**src/rtl/fifo_arb_pkg.sv**
```systemverilog
// Shared types and helpers for the FIFO write-port arbiter.
// Holds the arbiter state encoding and the packed-data lane offset helper.
package fifo_arb_pkg;

    typedef enum logic {
        IDLE  = 1'b0,
        GRANT = 1'b1
    } arb_state_t;

    // Bit offset of requester idx inside a packed {req N-1, ..., req 0} data bus.
    function automatic int unsigned data_lsb(input int unsigned idx, input int unsigned width);
        return idx * width;
    endfunction

endpackage

```
**src/rtl/fifo_wr_arbiter_rr_pick.sv**
```systemverilog
// Rotate-priority picker: returns the first set request at or after rr_ptr,
// wrapping explicitly so NUM_REQ need not be a power of two.
module rr_pick #(
    parameter int NUM_REQ = 4,
    parameter int IW      = $clog2(NUM_REQ)
) (
    input  logic [NUM_REQ-1:0] req,
    input  logic [IW-1:0]      rr_ptr,
    output logic               any,
    output logic [IW-1:0]      pick
);

    always_comb begin
        int idx;
        any  = |req;
        pick = '0;
        idx  = 0;
        // Walk offsets from far to near so the nearest set request wins.
        for (int off = NUM_REQ - 1; off >= 0; off--) begin
            idx = int'(rr_ptr) + off;
            if (idx >= NUM_REQ) begin
                idx = idx - NUM_REQ;
            end
            if (req[idx]) begin
                pick = IW'(idx);
            end
        end
    end

endmodule

```
**src/rtl/fifo_wr_arbiter.sv**
```systemverilog
// Round-robin arbiter sharing the async FIFO write port among NUM_REQ producers.
// A grant lasts until the owner's last word or MAX_BURST words, then rotates.
//
// Handshake: a word moves when req_valid[i] & req_ready[i] are both high on a
// wclk edge; req_ready is only ever high for the current owner while the FIFO
// is not full, and that same condition drives fifo_w_en combinationally.
module fifo_wr_arbiter
    import fifo_arb_pkg::*;
#(
    parameter int NUM_REQ   = 4,
    parameter int Width     = 8,
    parameter int MAX_BURST = 4
) (
    input  logic                       wclk,
    input  logic                       wrst,
    input  logic [NUM_REQ-1:0]         req_valid,
    input  logic [NUM_REQ-1:0]         req_last,
    input  logic [NUM_REQ*Width-1:0]   req_data,
    output logic [NUM_REQ-1:0]         req_ready,
    input  logic                       fifo_full,
    output logic                       fifo_w_en,
    output logic [Width-1:0]           fifo_data,
    output logic [$clog2(NUM_REQ)-1:0] grant_id,
    output logic                       busy
);

    localparam int IW = $clog2(NUM_REQ);
    localparam int BW = $clog2(MAX_BURST) + 1;
    localparam logic [BW-1:0] BURST_END = BW'(MAX_BURST - 1);
    localparam logic [IW-1:0] LAST_IDX  = IW'(NUM_REQ - 1);

    arb_state_t       state;
    arb_state_t       state_next;
    logic [IW-1:0]    rr_ptr;
    logic [BW-1:0]    burst_cnt;
    logic             pick_any;
    logic [IW-1:0]    pick_idx;
    logic             owner_valid;
    logic             owner_last;
    logic [Width-1:0] owner_data;
    logic             transfer;
    logic             done;

    rr_pick #(
        .NUM_REQ (NUM_REQ),
        .IW      (IW)
    ) u_pick (
        .req    (req_valid),
        .rr_ptr (rr_ptr),
        .any    (pick_any),
        .pick   (pick_idx)
    );

    // Owner mux written as a compare loop so out-of-range indices select nothing.
    always_comb begin
        owner_valid = 1'b0;
        owner_last  = 1'b0;
        owner_data  = '0;
        for (int i = 0; i < NUM_REQ; i++) begin
            if (grant_id == IW'(i)) begin
                owner_valid = req_valid[i];
                owner_last  = req_last[i];
                owner_data  = req_data[data_lsb(i, Width) +: Width];
            end
        end
    end

    assign busy      = (state == GRANT);
    assign transfer  = busy & owner_valid & ~fifo_full;
    assign done      = transfer & (owner_last | (burst_cnt == BURST_END));
    assign fifo_w_en = transfer;
    assign fifo_data = transfer ? owner_data : '0;

    always_comb begin
        req_ready = '0;
        for (int i = 0; i < NUM_REQ; i++) begin
            if (busy && !fifo_full && (grant_id == IW'(i))) begin
                req_ready[i] = 1'b1;
            end
        end
    end

    always_ff @(posedge wclk) begin
        if (wrst) begin
            state <= IDLE;
        end else begin
            state <= state_next;
        end
    end

    always_comb begin
        state_next = state;
        case (state)
            IDLE:    if (pick_any) state_next = GRANT;
            GRANT:   if (done)     state_next = IDLE;
            default: state_next = IDLE;
        endcase
    end

    always_ff @(posedge wclk) begin
        if (wrst) begin
            rr_ptr    <= '0;
            grant_id  <= '0;
            burst_cnt <= '0;
        end else begin
            if (state == IDLE && pick_any) begin
                grant_id  <= pick_idx;
                burst_cnt <= '0;
            end
            // Counter returns to zero on release so it never reaches MAX_BURST.
            if (transfer) begin
                burst_cnt <= done ? '0 : burst_cnt + BW'(1);
            end
            if (done) begin
                rr_ptr <= (grant_id == LAST_IDX) ? '0 : grant_id + IW'(1);
            end
        end
    end

endmodule
```
**config.mk**
```make
export PLATFORM = sky130hd
export DESIGN_NAME = fifo_wr_arbiter
export DESIGN_NICKNAME = d
export VERILOG_FILES = /design/src/rtl/fifo_arb_pkg.sv /design/src/rtl/fifo_wr_arbiter_rr_pick.sv /design/src/rtl/fifo_wr_arbiter.sv
export SDC_FILE = /design/constraint.sdc
export NUM_CORES = 1
export LEC_CHECK = 0
export ABC_AREA = 1
export ABC_CLOCK_PERIOD_IN_PS = 3600
export BUFFER_PORTS_ARGS = -buffer_cell sky130_fd_sc_hd__buf_2
export CORE_MARGIN = 10
export CORE_UTILIZATION = 49
export CTS_BUF_LIST = sky130_fd_sc_hd__clkbuf_4
export CTS_CLUSTER_DIAMETER = 200
export DETAILED_ROUTE_END_ITERATION = 7
export PLACE_DENSITY = 0.94
export SLEW_MARGIN = 10
export SYNTH_ARGS = -nofsm -noshare
export SYNTH_HDL_FRONTEND = slang
export SYNTH_HIERARCHICAL = 1
export SYNTH_SLANG_ARGS = --single-unit
```
**constraint.sdc**
```tcl
create_clock -name wclk -period 3.6 [get_ports wclk]
set_clock_uncertainty 0.1 [all_clocks]
set_input_delay 0.18 -clock wclk [delete_from_list [all_inputs] [get_ports wclk]]
set_output_delay 0.18 -clock wclk [all_outputs]
set_load 0.01 [all_outputs]
```
After elaboration in Yosys (flattened, before gate mapping)
Index checks and enable logic that the tools add are counted.
{"block": "classes", "add_sub_neg": 9, "multipliers": 0, "div": 0, "order_cmp": 8, "n_eq_ne": 4, "shifts": 0, "mux": 44, "bitwise_logic": 6, "reduce_logical": 10}
{"cell": "$lt A32 B4 Y1 const B", "n": 4}
{"cell": "$mux W32", "n": 4}
{"cell": "$ge A32 B4 Y1 const B", "n": 3}
{"cell": "$sub A32 B4 Y32 const B", "n": 3}
{"cell": "$mux W8", "n": 5}
{"cell": "$mux W1", "n": 22}
{"cell": "$mux W2", "n": 5}
{"cell": "$mux W3", "n": 3}
{"cell": "$bmux W1 S2", "n": 4}
{"cell": "$add A2 B2 Y3 const B", "n": 2}
{"cell": "$logic_and A1 B1 Y1", "n": 6}
{"cell": "$eq A2 B2 Y1 const B", "n": 2}
{"cell": "$reduce_or A4 Y1", "n": 1}
{"cell": "$sub A2 B3 Y4 const B", "n": 1}
{"cell": "$add A2 B1 Y3 const B", "n": 1}
{"cell": "$add A3 B1 Y3 const B", "n": 1}
{"cell": "$and A1 B1 Y1", "n": 3}
{"cell": "$eq A3 B2 Y1 const B", "n": 1}
{"cell": "$ge A2 B3 Y1 const B", "n": 1}
{"cell": "$add A2 B1 Y2 const B", "n": 1}
{"cell": "$eq A2 B1 Y1 const B", "n": 1}
{"cell": "$logic_not A2 Y1", "n": 1}
{"cell": "$not A1 Y1", "n": 2}
{"cell": "$pmux W1 S2", "n": 1}
{"cell": "other kinds (3)", "n": 3}
{"block": "word_totals", "reg_bits": 8, "latch_bits": 0, "ram_bits": 0, "romBits": 0, "inputBits": 43, "out_inout_bits": 16, "elab_cells": 85, "memories": 0}

Depth between registers and ports, before layout
Gate-level depths: netlist of run 1.
{"block": "depth", "ltp_word": 10, "depth_mapped": 12, "mapped_depth_nobuf": 12}

By module
The synthesis of run 1 kept the hierarchy.
{"mod": "fifo_wr_arbiter", "n_inst": 1, "cells_each": 141, "area_per_inst_um2": 838.3, "seq_area_each_um2": 160.2}
{"mod": "rr_pick", "n_inst": 1, "cells_each": 46, "area_per_inst_um2": 188.9, "seq_area_each_um2": 0.0}

Worst setup path before layout of run 1
OpenSTA, ideal clock, no wires.
{"block": "synth_path", "path_type": "flip-flop to output port", "from": "register grant_id[0]", "to": "output port fifo_data[3]", "arrival_time_ns": 1.560, "required_time_ns": 3.320, "slack_ns": 1.760, "path_stages_with_launch": 11, "path_buffers": 1, "cell_sequence": "dfxtp_1 inv_1 ha_1 inv_2 nor2_1 nor2_1 nand2_2 nand2_2 buf_6 inv_1 nor2_1"}
{"block": "synth_between", "elab_chain_cells": 8, "elab_cells_between_ends": 15, "classes_between": "3 x eq/ne; 9 x mux; 2 x bitwise; 1 x reduce/logical"}
{"item": "from (decl)", "line": "fifo_wr_arbiter.sv:23", "source": "output logic [$clog2(NUM_REQ)-1:0] grant_id,"}
{"item": "from (signal assigned)", "line": "fifo_wr_arbiter.sv:107", "source": "grant_id <= pick_idx;"}
{"item": "$logic_not A2 Y1", "line": "fifo_wr_arbiter.sv:60", "source": "if (grant_id == IW'(i)) begin"}
{"item": "$mux W1 (3 in a row)", "line": "fifo_wr_arbiter.sv:60"}
{"item": "$mux W1 *", "line": "fifo_wr_arbiter.sv:60"}
{"item": "$and A1 B1 Y1 * (2 in a row)", "line": "fifo_wr_arbiter.sv:69", "source": "assign transfer = busy & owner_valid & ~fifo_full;"}
{"item": "named net fifo_w_en", "line": "fifo_wr_arbiter.sv:21", "source": "output logic fifo_w_en,"}
{"item": "$mux W8 *", "line": "fifo_wr_arbiter.sv:72", "source": "assign fifo_data = transfer ? owner_data : '0;"}
{"item": "to (decl)", "line": "fifo_wr_arbiter.sv:22", "source": "output logic [Width-1:0] fifo_data,"}
Mark *: on every way through the listed nets, which the timed path passes. The rest lies on a longest branch.

Final worst setup path of run 1
{"block": "layout_path", "from": "register grant_id[0]", "to": "output port fifo_data[3]"}
{"block": "layout_between", "elab_chain_cells": 8, "elab_cells_between_ends": 15, "classes_between": "3 x eq/ne; 9 x mux; 2 x bitwise; 1 x reduce/logical"}
{"item": "$logic_not A2 Y1", "line": "fifo_wr_arbiter.sv:60"}
{"item": "$mux W1 (4 in a row)", "line": "fifo_wr_arbiter.sv:60"}
{"item": "$and A1 B1 Y1 (2 in a row)", "line": "fifo_wr_arbiter.sv:69"}
{"item": "$mux W8 *", "line": "fifo_wr_arbiter.sv:72"}
Mark *: on every way between the ends. The rest lies on a longest branch, timed or not.

==> out/results.tsv, run 1 <==
metric	value	unit
core area	1982	sq um
crit path DAT	2.14	ns
WL final	3.461	mm
GRT Overall Usage	0.1538	
FP Rows	16	
Layout Utilization	0.6787	
Starting Density	0.5183	
nets	294	
die width	65.79	microns
Synth area leaders	nand2_1, dfxtp_1, nand3_1	
post-synthesis sequential area ratio	0.1559	
Pre-Repair DR Iteration Count	5	
worst relative slew slack	0.7033	
Leak	0.8411	nW
Worst Hold Margin	0.03190	ns
Clk pin slew, worst setup/hold paths	0.05	ns
most frequent cells in the layout	nand2_1, buf_2, inv_1	
Ant. Diodes	0	
DRC Markers	0	
largest area contributor in the netlist	nand2_1	
Overflow after GRT	0	
via count	1355	
Hold Crit Class	in2reg	
largest net degree at the start of global routing	20	
number of library cell types mapped by synthesis	20	
crit share post-route	0.6715	
Mean Syn Cell Area	5.493	sq um
chip height	65.79	microns
CTS Buffer Depth	2	
CTS root buf	clkbuf_4	
hpwl dp	2.946	mm
clock latency on the worst-skew pair	0.24	ns
synthesized area	1027	sq um
vias per cell	5.019	
VDD IR-drop max	0.2504	mV
Filler Cells Inserted	193	
first-pass GRT wire length	5.533	mm
post-DR wirelength/cell	12.82	microns
initial drt markers	51	
WS Path Type	reg2out	
crit end category	output port	
most common cell after layout, fill and taps aside	nand2_1	
Synth top area share	0.2229	
status	finished, final reports clean	
final hold violations	0	
Worst Path Required	3.32	ns
placed insts	267	
placed cell area	1323	sq um
critical path launch point type	flip-flop	
synth-to-layout area growth	30.94	%
initial antenna violation count	0	
max-slew violation count	0	
Worst-Margin Slew	0.4450	ns
post-route ant nets	0	
Post-Synthesis Cells	187	
I/O pin count	59	
Clock H-tree levels	1	
TritonCTS clock tree	built	
Max Cap Viol	0	
Die Area	4328	sq um
CTS Sinks	8	
minimum clock period	2.417	ns
maximum clock rate	413.7	MHz
post-route insts no fill	270	
total CTS buffers	3	
CP max FO	14	
synthesis-stage register bit count	8	
Final Wtd Congestion	0.9076	
RSZ-0062 raised after global routing	false	
post-CTS sizing	0	
Design Area, Final	1345	sq um
post-CTS setup buffer count	0	
share of cells above drive strength 1	0.3004	
final setup vio count	0	
power density over cell area	265.5	nW/um^2
Syn. warnings	6	
post-synthesis net count	236	
Hold-fix buffers, CTS	0	
Sum Neg Setup Slack	0	ns
vias in the first global route	1289	
port bufs	58	
logic make-up (layout without fill, tap and decap cells):
logic type,after synthesis,in the layout,synth area share
AND/OR/NAND/NOR,113,113,0.4811
buffers and inverters,31,87,0.1255
AO/OA/AOI/OAI,29,29,0.1644
flip-flops,8,8,0.1559
adder cells (fa/ha/maj),6,6,0.07308
worst max-delay path, stage by stage (launching register included):
cell and delay (ns):
dfxtp_1 0.38, inv_1 0.11, ha_1 0.37, inv_2 0.19
nor2_1 0.06, nor2_1 0.12, nand2_2 0.09, nand2_2 0.19
inv_1 0.13, nor2_1 0.12, buf_2 0.14
cell type report:
type,instances,area [sq um],area share
sequential,8,160.2,0.1191
timing repair buffer,58,290.3,0.2158
tap,27,33.78,0.02512
inverter,26,100.1,0.07442
multi-input combinational,148,738.2,0.5488
clock buffer,3,22.52,0.01674
path summary, 6_finish.rpt:
path	from	to	slack (ns)	depth (start not counted)
max	grant_id[0]	fifo_data[3]	1.18	10
min	wrst	busy	0.03	2
max reg2reg	grant_id[0]	rr_ptr[1]	1.59	11
min reg2reg	burst_cnt[1]	burst_cnt[1]	0.44	2
synth_stat cells, drive strengths merged:
master	count
nand3b	1
nand3	23
o221ai	3
buf	3
o21ai	8
o211ai	5
dfxtp	8
inv	26
nor2	20
clkbuf	2
a21oi	13
nand4	3
nand2	66
ha	6
routing by layer:
metal  vias up  part of all wire  GRT usage
li1        722                 -          -
met1       595              0.42     0.1603
met2        36              0.53     0.2983
met3         2             0.050    0.03051
met4         0            0.0035    0.04278
met5         -                 0          0
registers in the layout (all words and copies together) (netlist names):
| signal | count |
|---|---|
| grant_id | 2 |
| rr_ptr | 2 |
| burst_cnt | 3 |
| busy | 1 |
where the power goes:
part,total (W),switching [W],internal [W]
logic,0.000190,0.000115,0.0000746
registers,0.000103,0.00000784,0.0000947
clock network,0.0000645,0.0000266,0.0000379
stage by stage:
| step | power (W) | setup slack (ns) |
|---|---|---|
| after detailed placement | 0.0002921 | 1.488 |
| after CTS | 0.0003596 | 1.196 |
| after floorplan | 0.0002357 | 1.760 |
| final | 0.0003571 | 1.183 |
| after global placement | 0.0002880 | 1.558 |
| after global routing | 0.0003910 | 0.9835 |
Note: power is estimated with default switching activity, not from simulation.
==> run 2: changes to the inputs <==
- ABC_CLOCK_PERIOD_IN_PS: 3600 -> 2350
- CORE_UTILIZATION: 49 -> 45
- PLACE_DENSITY: 0.94 -> 0.88
- clock period: 3.6 -> 2.35 ns (I/O delays scaled with it)
==> out/results.tsv, run 2 (synthesis gave the netlist of run 1 again) <==
metric	value	unit	change
die width	67.78	microns	was 65.79 microns
Overflow after GRT	0		unchanged
Slowest-stage cell, CP	dfxtp_1		unchanged
Pre-Repair DR Iteration Count	4		was 5
crit-path cells	inv_1, ha_1, buf_4, a21oi_1, nand2_1, nand2_2, nand2_4, inv_1, nor2_1, buf_2		was inv_1, ha_1, inv_2, nor2_1, nor2_1, nand2_2, nand2_2, inv_1, nor2_1, buf_2
clock latency on the worst-skew pair	0.25	ns	was 0.24 ns
max-slew violation count	0		unchanged
Worst-Margin Slew	0.2797	ns	was 0.4450 ns
crit path DAT	2.00	ns	was 2.14 ns
Setup crit start	grant_id[0]		unchanged
minimum clock period	2.217	ns	
largest reg by FF count	burst_cnt		unchanged
GRT Overall Usage	0.1449		was 0.1538
share of cells above drive strength 1	0.3049		was 0.3004
Final Wtd Congestion	0.8775		was 0.9076
most common cell after layout, fill and taps aside	nand2_1		unchanged
VDD IR-drop max	0.3734	mV	was 0.2504 mV
max reg flops	3		unchanged
power density over cell area	408.1	nW/um^2	was 265.5 nW/um^2
final setup vio count	0		unchanged
hpwl dp	2.791	mm	was 2.946 mm
critical path launch point type	flip-flop		unchanged
CP most frequent cell	inv_1		was nor2_1
Critical Path End	fifo_data[5]		was fifo_data[3]
Worst Hold Margin	0.1921	ns	was 0.03190 ns
gr busiest metal	met2		unchanged
CP max FO	13		was 14
crit share post-route	0.9435		
RSZ-0062 raised after global routing	false		unchanged
Die Area	4594	sq um	was 4328 sq um
met1 usage	0.1676		was 0.1603
largest net degree at the start of global routing	20		unchanged
Reg2Reg Depth	11		unchanged
TritonCTS clock tree	built		unchanged
initial antenna violation count	0		unchanged
CTS Buffer Depth	2		unchanged
initial drt markers	108		was 51
met3 Use GR	0.02149		was 0.03051
Regs by FF count	burst_cnt: 3 flops, grant_id: 2 flops, rr_ptr: 2 flops		unchanged
Clock H-tree levels	1		unchanged
worst relative slew slack	0.8135		was 0.7033
total CTS buffers	3		unchanged
I/O pin count	59		unchanged
first-pass GRT wire length	5.368	mm	was 5.533 mm
M2 GR Usage	0.2617		was 0.2983
most frequent cells in the layout	nand2_1, buf_2, inv_1		unchanged
WS Path Type	reg2out		unchanged
maximum clock rate	451.0	MHz	
core area	2191	sq um	was 1982 sq um
Hold Crit Class	in2reg		unchanged
post-DR wirelength/cell	12.45	microns	was 12.82 microns
CTS Sinks	8		unchanged
crit end category	output port		unchanged
vias in the first global route	1233		was 1289
CTS root buf	clkbuf_4		unchanged
chip height	67.78	microns	was 65.79 microns
WL final	3.412	mm	was 3.461 mm
Reg-to-Reg End	rr_ptr[0]		was rr_ptr[1]
vias per cell	5.022		was 5.019
Leak	0.8568	nW	was 0.8411 nW
CP max stage delay	0.40	ns	was 0.38 ns
Max Cap Viol	0		unchanged
port bufs	58		unchanged
R2R setup slack	0.44	ns	was 1.59 ns
Clk pin slew, worst setup/hold paths	0.05	ns	about the same
Starting Density	0.4689		was 0.5183
nets	297		was 294
CP delay by family, top	buffers and inverters		was simple AND/OR/NAND/NOR gates
Worst Path Buf+Inv	4		unchanged
via count	1376		was 1355
synth-to-layout area growth	34.23	%	was 30.94%
Sum Neg Setup Slack	0	ns	unchanged
Ant. Diodes	0		unchanged
logic depth of the worst path, buffers included	10		unchanged
post-route ant nets	0		unchanged
Worst Path Required	2.13	ns	was 3.32 ns
DRC Markers	0		unchanged
FP Rows	17		was 16
worst r2r src	grant_id[0]		unchanged
final hold violations	0		unchanged
status	finished, final reports clean		unchanged
## run 2: changes by cell type in the layout (fill, tap and decap cells not counted)
cell           change
nand2_2            -1
buf_4              +2
nand2_4            +1
inv_2              -1
inv_4              +1
dlygate4sd3_1      +1
## run 2: per-layer routing
| layer | up-vias | part of all wire |
|---|---|---|
| li1 | 729 | - |
| met1 | 604 | 0.43 |
| met2 | 37 | 0.50 |
| met3 | 6 | 0.057 |
| met4 | 0 | 0.016 |
| met5 | - | 0 |
## run 2: worst min path at each step
stage | from | to | slack, ns | cells past startpoint
after global placement | wrst | burst_cnt[2] | 0.22 | 2
after detailed placement | wrst | busy | 0.23 | 2
after floorplan | wrst | burst_cnt[1] | 0.09 | 1
after global routing | req_valid[3] | burst_cnt[2] | 0.21 | 4
after CTS | req_valid[3] | burst_cnt[2] | 0.16 | 4
final | req_last[3] | burst_cnt[1] | 0.19 | 6
## run 2: worst register-to-register path: cells and delay by family (launching register included)
family | cells | cell delay, ns
AOI/OAI and AO/OA | 1 | 0.13
adders and majority gates | 1 | 0.24
buffers and inverters | 3 | 0.35
DFF | 1 | 0.40
and+or+nand+nor | 6 | 0.57
## run 2: per-stage QoR
step	instance area, sq um	std cells	power, W	setup slack, ns	util
2_1_floorplan	1027	187	0.0003611	0.5725	-
3_3_place_gp	1339	270	0.0004496	0.4171	0.6111
3_5_place_dp	1339	270	0.0004530	0.3950	0.6111
4_1_cts	1371	274	0.0005640	0.1059	0.6259
5_1_grt	1379	274	0.0006166	0.01017	0.6294
6_report	1379	274	0.0005627	0.1329	0.6294
## run 2: timing repair
action / 4_1_cts / 5_1_grt
endpoints found under the setup margin: 0 / 8
endpoints found under the hold margin: 3 / 0
gates resized for setup: 0 / 2
hold buffers: 1 / 0
setup buffers: 0 / 0
## run 2: power by group
group	internal [W]	switching (W)	total (W)
registers	0.000145	0.0000121	0.000157
clock network	0.0000585	0.0000477	0.000106
logic	0.000122	0.000178	0.000300
total	0.000325	0.000238	0.000563
## run 2: final cells by class
| cell class | count | area, sq um |
|---|---|---|
| Fill cell | 217 | 812.0 |
| Multi-Input combinational cell | 148 | 743.2 |
| Timing Repair Buffer | 61 | 315.3 |
| Sequential cell | 8 | 160.2 |
| Inverter | 26 | 102.6 |
| Tap cell | 28 | 35.03 |
| Clock buffer | 3 | 22.52 |
